[config.mk]
export PLATFORM = sky130hd
export DESIGN_NAME = qbuff_ctrl
export DESIGN_NICKNAME = d
export VERILOG_FILES = /design/src/rtl/qbuff_ctrl_pkg.sv /design/src/rtl/qbuff_ctrl_rd_skid.sv /design/src/rtl/qbuff_ctrl.sv
export SDC_FILE = /design/constraint.sdc
export NUM_CORES = 1
export LEC_CHECK = 0
export ABC_CLOCK_PERIOD_IN_PS = 3400
export CORE_MARGIN = 2
export CORE_UTILIZATION = 55
export CTS_CLUSTER_SIZE = 12
export DETAILED_ROUTE_END_ITERATION = 6
export DONT_BUFFER_PORTS = 1
export PLACE_DENSITY = 0.75
export SYNTH_ARGS = -nofsm -noshare
export SYNTH_HDL_FRONTEND = slang
export SYNTH_SLANG_ARGS = --single-unit
[constraint.sdc]
create_clock -name aclk -period 3.4 [get_ports aclk]
set_input_delay 0 -clock aclk [delete_from_list [all_inputs] [get_ports aclk]]
set_output_delay 0 -clock aclk [all_outputs]
set_load 0.01 [all_outputs]
[src/rtl/qbuff_ctrl_pkg.sv]
// Shared types and helpers for the capture-buffer run controller.
package qbuff_ctrl_pkg;

    // Run controller states.
    typedef enum logic [2:0] {
        IDLE    = 3'd0,
        CAPTURE = 3'd1,
        DRAIN   = 3'd2,
        READ    = 3'd3,
        DONE    = 3'd4
    } state_t;

    // Default capture memory geometry.
    localparam int N_DEF = 4;
    localparam int DEPTH = 1 << N_DEF;

    // A programmed budget of 0 means "the whole memory".
    function automatic int unsigned eff_budget(input int unsigned maxwr,
                                               input int unsigned depth);
        return (maxwr == 0) ? depth : maxwr;
    endfunction

endpackage

[src/rtl/qbuff_ctrl_rd_skid.sv]
// Two-entry skid buffer that turns a 1-cycle-latency memory read into an
// AXI4-Stream source.
//
// Handshake: a beat transfers on a cycle where m_tvalid and m_tready are both
// high. While m_tvalid is high and m_tready is low, m_tdata and m_tlast hold.
// m_tvalid never depends on m_tready.
//
// The owner pulses issue together with the read address; the word lands here
// on the next cycle. can_issue is high only when that word is guaranteed a
// slot, counting both stored and in-flight words and the beat leaving now.
module qbuff_ctrl_rd_skid #(
    parameter int W = 32
) (
    input  logic         aclk,
    input  logic         aresetn,
    input  logic         issue,
    input  logic         issue_last,
    input  logic [W-1:0] rd_data,
    output logic         can_issue,
    output logic [W-1:0] m_tdata,
    output logic         m_tvalid,
    input  logic         m_tready,
    output logic         m_tlast
);

    logic [W-1:0] data_q [2];
    logic [1:0]   last_q;
    logic         wr_ptr;
    logic         rd_ptr;
    logic [1:0]   count;
    logic         inflight;
    logic         inflight_last;
    logic         push;
    logic         pop;
    logic [1:0]   used;

    assign m_tvalid = (count != 2'd0);
    assign m_tdata  = data_q[rd_ptr];
    assign m_tlast  = last_q[rd_ptr];

    // Slot accounting: the beat popped this cycle frees its slot immediately,
    // which is what keeps one beat per cycle flowing with only two entries.
    always_comb begin
        push      = inflight;
        pop       = m_tvalid && m_tready;
        used      = count + {1'b0, inflight} - {1'b0, pop};
        can_issue = (used < 2'd2);
    end

    // Capture returning read data and advance the FIFO pointers.
    always_ff @(posedge aclk) begin
        if (!aresetn) begin
            data_q[0]     <= '0;
            data_q[1]     <= '0;
            last_q        <= '0;
            wr_ptr        <= 1'b0;
            rd_ptr        <= 1'b0;
            count         <= 2'd0;
            inflight      <= 1'b0;
            inflight_last <= 1'b0;
        end else begin
            inflight      <= issue;
            inflight_last <= issue_last;
            if (push) begin
                data_q[wr_ptr] <= rd_data;
                last_q[wr_ptr] <= inflight_last;
                wr_ptr         <= ~wr_ptr;
            end
            if (pop) begin
                rd_ptr <= ~rd_ptr;
            end
            count <= count + {1'b0, push} - {1'b0, pop};
        end
    end

endmodule

[src/rtl/qbuff_ctrl.sv]
// Run controller for the time-tag capture buffer: opens a capture window,
// counts buffer memory writes, drains the buffer pipeline, then streams the
// captured words out as one AXI4-Stream packet.
module qbuff_ctrl
    import qbuff_ctrl_pkg::*;
#(
    parameter int N         = 4,
    parameter int B         = 8,
    parameter int L         = 4,
    parameter int TW        = 32,
    parameter int DRAIN_CYC = 8
) (
    input  logic           aclk,
    input  logic           aresetn,
    output logic           start,
    input  logic           mem_we_in,
    output logic [N-1:0]   mem_rd_addr,
    input  logic [L*B-1:0] mem_rd_data,
    output logic [L*B-1:0] m_axis_tdata,
    output logic           m_axis_tvalid,
    input  logic           m_axis_tready,
    output logic           m_axis_tlast,
    input  logic           RUN_REG,
    input  logic           ABORT_REG,
    input  logic [TW-1:0]  WINDOW_REG,
    input  logic [N:0]     MAXWR_REG,
    output logic           busy,
    output logic           done,
    output logic           ovf,
    output logic [N:0]     nwords,
    output state_t         state_dbg
);

    localparam int         W       = L * B;
    localparam int         DW      = (DRAIN_CYC > 1) ? $clog2(DRAIN_CYC) : 1;
    localparam logic [N:0] DEPTH_W = (N+1)'(1 << N);

    state_t        state;
    state_t        state_nx;
    logic [TW-1:0] timer;
    logic [TW-1:0] timer_inc;
    logic [TW-1:0] win_eff;
    logic [N:0]    budget;
    logic [N:0]    limit;
    logic [N:0]    nwords_nx;
    logic [N:0]    rd_cnt;
    logic [N:0]    rd_addr_c;
    logic [DW-1:0] drain_cnt;
    logic          run_ok;
    logic          counting;
    logic          sat;
    logic          ovf_set;
    logic          cap_end;
    logic          drain_end;
    logic          issue;
    logic          issue_last;
    logic          can_issue;
    logic          pop;

    // Window, budget and write-count bookkeeping.
    always_comb begin
        win_eff   = (WINDOW_REG == '0) ? TW'(1) : WINDOW_REG;
        budget    = (N+1)'(eff_budget(32'(MAXWR_REG), 32'(1 << N)));
        limit     = (budget > DEPTH_W) ? DEPTH_W : budget;
        timer_inc = timer + TW'(1);
        run_ok    = RUN_REG && ((state == IDLE) || (state == DONE));
        counting  = mem_we_in && ((state == CAPTURE) || (state == DRAIN));
        sat       = (nwords >= limit);
        ovf_set   = counting && sat;
        nwords_nx = nwords + (N+1)'(counting && !sat);
        cap_end   = (timer_inc >= win_eff) || (nwords_nx >= limit) || ABORT_REG;
        drain_end = (drain_cnt == DW'(DRAIN_CYC - 1));
    end

    // Readout address generation; the address is clamped so it never points
    // past the last captured word once every read has been issued.
    always_comb begin
        issue      = (state == READ) && (rd_cnt < nwords) && can_issue;
        issue_last = (rd_cnt == nwords - (N+1)'(1));
        rd_addr_c  = ((rd_cnt < nwords) || (nwords == '0)) ? rd_cnt
                                                             : nwords - (N+1)'(1);
        pop        = m_axis_tvalid && m_axis_tready;
    end

    assign mem_rd_addr = rd_addr_c[N-1:0];

    // FSM state register.
    always_ff @(posedge aclk) begin
        if (!aresetn) begin
            state <= IDLE;
        end else begin
            state <= state_nx;
        end
    end

    // FSM next-state logic and state-decoded outputs.
    always_comb begin
        state_nx  = state;
        start     = 1'b0;
        busy      = 1'b1;
        state_dbg = state;
        unique case (state)
            IDLE, DONE: begin
                busy = 1'b0;
                if (RUN_REG) state_nx = CAPTURE;
            end
            CAPTURE: begin
                start = 1'b1;
                if (cap_end) state_nx = DRAIN;
            end
            DRAIN: begin
                if (drain_end) state_nx = (nwords_nx != '0) ? READ : DONE;
            end
            READ: begin
                if (pop && m_axis_tlast) state_nx = DONE;
            end
            default: begin
                state_nx = IDLE;
            end
        endcase
    end

    // Run counters and sticky status flags; a new run clears them together.
    always_ff @(posedge aclk) begin
        if (!aresetn) begin
            timer     <= '0;
            nwords    <= '0;
            ovf       <= 1'b0;
            done      <= 1'b0;
            rd_cnt    <= '0;
            drain_cnt <= '0;
        end else begin
            if (run_ok) begin
                timer  <= '0;
                nwords <= '0;
                ovf    <= 1'b0;
                done   <= 1'b0;
                rd_cnt <= '0;
            end else begin
                if (state == CAPTURE) timer <= timer_inc;
                nwords <= nwords_nx;
                if (ovf_set) ovf <= 1'b1;
                if (state_nx == DONE) done <= 1'b1;
                if (issue) rd_cnt <= rd_cnt + (N+1)'(1);
            end
            drain_cnt <= (state == DRAIN) ? drain_cnt + DW'(1) : '0;
        end
    end

    qbuff_ctrl_rd_skid #(
        .W (W)
    ) u_rd_skid (
        .aclk       (aclk),
        .aresetn    (aresetn),
        .issue      (issue),
        .issue_last (issue_last),
        .rd_data    (mem_rd_data),
        .can_issue  (can_issue),
        .m_tdata    (m_axis_tdata),
        .m_tvalid   (m_axis_tvalid),
        .m_tready   (m_axis_tready),
        .m_tlast    (m_axis_tlast)
    );

endmodule

==> reports/results.ini, run 1 <==
[placed_design]
routabilityCongestion = 0.959
io_buffer_count = 0
dp_hpwl_mm = 11.6

[setup_path]
crit_type = reg -> reg
critPathArrivalTime_ns = 3.54
required_ns = 3.72
worstReg2RegStart = timer[13]
start_kind = flip-flop
reg2reg_depth = 12
r2r_setup_slack_ns = 0.18
worstReg2RegEnd = state_dbg[1]
crit_path_start = timer[13]
end_kind = flip-flop
cp_max_fo = 6

[yosys]
synth_warnings = 0
avgSynthCellArea_um2 = 9.81
synth_commonest_cells = and2_1, edfxtp_1, nor2_1
synth_edf_count = 64
synthCells = 730
yosys.cell_count.top_type = and2_1
syn-num-nets = 862
synth.distinct_cells = 53
synthesis.area_um2 = 7160
yosysSeqAreaShare_pct = 43.3
synth_top_area_cell = edfxtp_1
synthTopCellsByArea = edfxtp_1, dfxtp_1, ha_1
ys_ff_latch = 123
synth_top_area_share_pct = 26.8
synth_flop_cell = edfxtp_1
async_reset_ff_share_pct = 0

[timing]
finClkSkew_ns = 0.00720
period_minus_slack_ns = 3.22
fin_crit_sh_pct = 94.7
hold_violations = 0
slew_headroom_pct = 27.2
finalSetupViolCount = 0
slew_violations = 0
tns_ns = 0
worst_slew_pin_slew_ns = 1.09
max_freq_ghz = 0.311

[min_path]
hold_depth = 6
hold_end = state_dbg[0]
min_from = ABORT_REG
min_path_type = in -> reg

[routing]
wl_per_cell_um = 17.4
drt_iter0_drc = 370
postRouteWirelength_mm = 17.0
post-route-drc-count = 0
first_pass_iters = 4
drtAntennaViolNets = 0
viasPerCell = 5.68
vias = 5519

[clocking]
cts_max_path_buffers = 2
clk_latency_ns = 0.43
cts_tree = yes
root_buffer = clkbuf_16
clock_sinks = 123
clk_pin_slew_ns = 0.06
cts_htree_levels = 4
cts_buffers = 17

[floorplanning]
fp.dieH_um = 118
initial_core_util_pct = 56.5
rows = 41
core-area_um2 = 12700
ios = 125
die_x_um = 118
dieArea_um2 = 14000

[power_and_ir_drop]
leakage_nw = 3.47
p_clk_share_pct = 46.7
internal-power_mw = 2.83
netSwitchingFraction_pct = 24.8
power_density_nw_per_um2 = 442
p_comb_share_pct = 9.9
vdd.ir_drop.worst_mv = 0.303
seqPwrFrac_pct = 43.3
power_switching_mw = 0.931

[job]
maxCapViolCount = 0

[grt]
grt_pass1_wl_mm = 27.4
overflow = 0
grt_max_degree = 36
antenna_found_initial = 1
grt_usage_pct = 24.7
grt_pass1_vias = 5594

[final_layout]
final_nets = 918
finalCoreUtilization_pct = 67.2
drive_gt1_share_pct = 16.6
syn2layout_area_growth_pct = 18.8

[run_status]
status = complete, no violations

-- per-layer routing --
| layer | vias up | global-route usage [%] | part of all wire [%] |
|---|---|---|---|
| met5 | - | 0 | 0 |
| met4 | 0 | 13.0 | 3.3 |
| met3 | 43 | 5.47 | 4.5 |
| met2 | 161 | 44.2 | 52 |
| met1 | 2670 | 27.3 | 40 |
| li1 | 2645 | - | - |
-- power by group through the flow --
stage | clock (mW) | combinational [mW] | sequential, mW
2_1_floorplan | 0 | 0.264 | 1.64
3_3_place_gp | 0 | 0.315 | 1.66
3_5_place_dp | 0 | 0.325 | 1.66
4_1_cts | 1.77 | 0.368 | 1.63
5_1_grt | 1.84 | 0.408 | 1.63
6_report | 1.76 | 0.374 | 1.63
-- registers in the layout, summed over array words and instances, names as in the netlist, named ones only --
register                 count
nwords                       5
rd_cnt                       5
done                         1
u_rd_skid.inflight           1
u_rd_skid.data_q            64
timer                       32
u_rd_skid.wr_ptr             1
u_rd_skid.inflight_last      1
u_rd_skid.count              2
u_rd_skid.rd_ptr             1
u_rd_skid.last_q             2
ovf                          1
state_dbg                    3
drain_cnt                    3
-- worst max-delay path, cell delays in order, from the launching register on --
cell and delay, ns:
dfxtp_2 0.36, and4_4 0.26, nand4_4 0.15, or4_4 0.64
nor2_4 0.15, xor2_2 0.08, ha_1 0.30, nand4_1 0.12
or4_1 0.50, nand2b_1 0.16, nand4_1 0.12, a211oi_1 0.07
o31ai_1 0.23
-- stage by stage --
step	instance area [µm²]	hold WS (ns)	total power [mW]	setup slack, ns	instances
detailed placement	7460	0.130	1.98	0.0453	901
finish	8510	0.0341	3.76	0.181	972
global route	8510	0.0933	3.88	-0.0262	972
floorplan	7160	0.198	1.91	0.0889	730
CTS	8390	0.00337	3.77	0.0117	968
global placement	7460	0.121	1.97	0.159	901
-- placed cells by master, fill, tap and decap left out, drive strengths merged, types with 17 or more instances in the layout --
master and count:
clkbuf 17, nand3 23, dlygate4sd3 35, inv 51
xnor2 43, ha 57, xor2 29, nor2 61
nand4 18, and2 68, o21ai 22, buf 30
a21oi 27, mux2 35, nand2 46, dfxtp 59
edfxtp 64
-- worst max-delay path by stage --
stage                     cells past startpoint  slack [ns]           end
after floorplan                              15        0.09  state_dbg[1]
after global placement                       19        0.16  state_dbg[0]
after detailed placement                     12        0.05  state_dbg[1]
after CTS                                    12        0.01  state_dbg[1]
after global routing                         19       -0.03  state_dbg[0]
final                                        12        0.18  state_dbg[1]
-- kinds of logic after synthesis --
group	count (synthesis)	synth area share, %
fa+ha+maj	57	9.96
flops	123	43.3
xor+xnor	72	8.80
simple gates	299	22.7
compound gates	65	5.21
mux	36	5.64
buf+inv	78	4.33
-- repair_timing --
| action | in CTS | in global routing |
|---|---|---|
| resized for setup | 0 | 33 |
| hold buffers | 35 | 0 |
| setup buffers | 0 | 3 |
| setup endpoints to repair | 0 | 2 |
| endpoints found under the hold margin | 90 | 0 |
-- area by class of cell --
cell class | instances | area [µm²]
diodes | 1 | 2.50
clock buffers | 17 | 425
clock inverters | 15 | 151
fillers | 936 | 4160
inverters | 50 | 188
multi-input cells | 529 | 3840
flip-flops and latches | 123 | 3110
well taps | 172 | 215
repair buffers | 65 | 576
Note: power is estimated with default switching activity, not from simulation.
==> run 2: changes to the inputs <==
- ABC_CLOCK_PERIOD_IN_PS: 3400 -> 2900
- clock period: 3.4 -> 2.9 ns (I/O delays scaled with it)
==> run 2 against run 1 <==
The flow now finishes with violations (setup timing). Maximum frequency is 4.9% higher. Power is 17% higher. Die area stayed put. Sequential share of layout area is 1.7 points lower. Global-route usage is 0.33 points higher. Critical path depth is 1 higher. Final cell count is 4.2% higher. Combinational power is 25% higher. Cell area is 4.8% higher. Clock power is 16% higher. Highest routed layer unchanged.
==> reports/results.ini, run 2 (synthesized netlist as in run 1, its figures left out) <==
[routing]
first_pass_iters = 5  ; was 4
drtAntennaViolNets = 0  ; unchanged
vias = 5592  ; was 5,519
postRouteWirelength_mm = 16.9  ; was 17.0 mm
post-route-drc-count = 0  ; unchanged
viasPerCell = 5.52  ; was 5.68
drt_iter0_drc = 350  ; was 370
wl_per_cell_um = 16.7  ; was 17.4 µm

[setup_path]
worstReg2RegEnd = state_dbg[1]  ; unchanged
crit_type = reg -> reg  ; unchanged
start_kind = flip-flop  ; unchanged
crit_path_end = state_dbg[1]  ; unchanged
critPathArrivalTime_ns = 3.40  ; was 3.54 ns
worstReg2RegStart = timer[13]  ; unchanged
slowest_delay_ns = 0.44  ; was 0.64 ns
r2r_setup_slack_ns = -0.17  ; was 0.18 ns
crit_slowest_cell = or4_4  ; unchanged
required_ns = 3.23  ; was 3.72 ns
cp_max_fo = 3  ; was 6
reg2reg_depth = 13  ; was 12
path_cells = and4_1 > and4_4 > nand3_4 > or3_4 > nor2_2 > xor2_1 > ha_1 > nand4_1 > or4_4 > nand2b_4 > nand4_1 > a211oi_1 > o31ai_1  ; was and4_4 > nand4_4 > or4_4 > nor2_4 > xor2_2 > ha_1 > nand4_1 > or4_1 > nand2b_1 > nand4_1 > a211oi_1 > o31ai_1
end_kind = flip-flop  ; unchanged
crit_path_start = timer[13]  ; unchanged
cp_common_cell = nand4_1  ; unchanged

[timing]
rsz0062_at_grt = yes
fin_crit_sh_pct = 106  ; was 94.7%
worst_slew_pin_slew_ns = 0.994  ; was 1.09 ns
slew_violations = 0  ; unchanged
finalSetupViolCount = 2  ; was 0
slew_headroom_pct = 33.7  ; was 27.2%
hold_violations = 0  ; unchanged
setup_ws_ns = -0.170  ; was 0.181 ns
max_freq_ghz = 0.326  ; was 0.311 GHz
tns_ns = -0.319  ; was 0 ns
period_minus_slack_ns = 3.07  ; was 3.22 ns
finClkSkew_ns = 0.00846  ; was 0.00720 ns

[clocking]
cts_tree = yes  ; unchanged
cts_max_path_buffers = 2  ; unchanged
cts_buffers = 17  ; unchanged
clock_sinks = 123  ; unchanged
clk_pin_slew_ns = 0.06  ; about the same
cts_htree_levels = 4  ; unchanged
root_buffer = clkbuf_16  ; unchanged
clk_latency_ns = 0.41  ; was 0.43 ns

[run_status]
status = finished with violations  ; was complete, no violations
violations = setup timing

[grt]
grt_max_degree = 34  ; was 36
antenna_found_initial = 0  ; was 1
grt_pass1_vias = 5932  ; was 5,594
overflow = 0  ; unchanged
grt_pass1_wl_mm = 28.0  ; was 27.4 mm
grt_usage_pct = 25.1  ; was 24.7%

[final_layout]
drive_gt1_share_pct = 21.6  ; was 16.6%
largest_register_ffs = 64  ; unchanged
top_regs = u_rd_skid.data_q: 64 flops, timer: 32 flops  ; unchanged
final_cell_mix = buf_4, and2_1, edfxtp_1  ; was and2_1, edfxtp_1, nor2_1
top_register = u_rd_skid.data_q  ; unchanged
final_area_um2 = 8920  ; was 8510 µm²
syn2layout_area_growth_pct = 24.5  ; was 18.8%
final_nets = 961  ; was 918
n_antenna_cell = 0  ; was 1
final_common_cell = buf_4  ; was and2_1

[power_and_ir_drop]
vdd.ir_drop.worst_mv = 0.373  ; was 0.303 mV
power_switching_mw = 1.07  ; was 0.931 mW
leakage_nw = 3.72  ; was 3.47 nW
netSwitchingFraction_pct = 24.2  ; was 24.8%
internal-power_mw = 3.34  ; was 2.83 mW
p_clk_share_pct = 46.4  ; was 46.7%
seqPwrFrac_pct = 43.0  ; was 43.3%
p_comb_share_pct = 10.6  ; was 9.9%
power_density_nw_per_um2 = 494  ; was 442 nW/µm²

[placed_design]
dp_hpwl_mm = 11.7  ; was 11.6 mm
io_buffer_count = 0  ; unchanged
placed_area_um2 = 7880  ; was 7460 µm²
routabilityCongestion = 0.966  ; was 0.959

[job]
maxCapViolCount = 0  ; unchanged

[min_path]
hold_depth = 4  ; was 6
min_path_type = in -> reg  ; unchanged
min_from = m_axis_tready  ; was ABORT_REG

[floorplanning]
die_x_um = 118  ; unchanged
rows = 41  ; unchanged
fp.dieH_um = 118  ; unchanged
core-area_um2 = 12700  ; unchanged
initial_core_util_pct = 56.5  ; unchanged
ios = 125  ; unchanged
dieArea_um2 = 14000  ; unchanged

run 2: power groups by stage:
stage                     Clock [mW]  Combinational, mW  Sequential [mW]
after floorplan                    0              0.312             1.93
after global placement             0              0.399             1.93
after detailed placement           0              0.408             1.93
after CTS                       2.06              0.464             1.89
after global routing            2.16              0.510             1.90
final                           2.05              0.468             1.89
run 2: metal layers:
layer | share of wire (%) | routed length, µm | vias to the layer above | GRT usage, %
met4 | 2.3 | 386 | 0 | 10.5
li1 | - | - | 2726 | -
met5 | 0 | 0 | - | 0
met3 | 5.4 | 916 | 37 | 6.15
met2 | 50 | 8410 | 194 | 43.5
met1 | 43 | 7200 | 2635 | 29.4
run 2: final cells by class:
class | count | area [µm²]
clock buffer | 18 | 429
multi-input combinational | 529 | 3930
sequential | 123 | 3110
clock inverter | 13 | 148
inverter | 50 | 188
fill | 959 | 3750
timing repair buffer | 108 | 901
tap | 172 | 215
run 2: stage by stage:
step                      setup WS, ns  utilization, %  instances  total power [mW]  hold WS, ns
after floorplan                -0.0945               -        730              2.24        0.198
after global placement          -0.133            62.2        943              2.32        0.121
after detailed placement        -0.212            62.2        943              2.34        0.128
after CTS                       -0.132            70.3       1013              4.42       0.0319
after global routing            -0.385            70.4       1013              4.56       0.0579
final                           -0.170            70.4       1013              4.41       0.0492
run 2: worst min path at each step:
stage	end	slack [ns]
6_report	flip-flop	0.05
3_3_place_gp	drain_cnt[0]	0.12
4_1_cts	flip-flop	0.03
5_1_grt	flip-flop	0.06
2_1_floorplan	u_rd_skid.data_q[0][0]	0.20
3_5_place_dp	drain_cnt[0]	0.13
run 2: worst max-delay path, delay by kind of cell, from the launching register on:
kind	cells	cell delay, ns
and+or+nand+nor	9	2.01
adders and majority gates	1	0.34
DFF	1	0.33
AOI/OAI and AO/OA	2	0.24
xor gates and xnor gates	1	0.08
run 2: timing repair:
action / in CTS / in global routing
hold endpoints to repair: 83 / 0
endpoints found under the setup margin: 2 / 4
pin swaps: 7 / 2
hold buffers: 36 / 0
setup buffers: 3 / 0
gates resized for setup: 10 / 5
cloned: 0 / 0
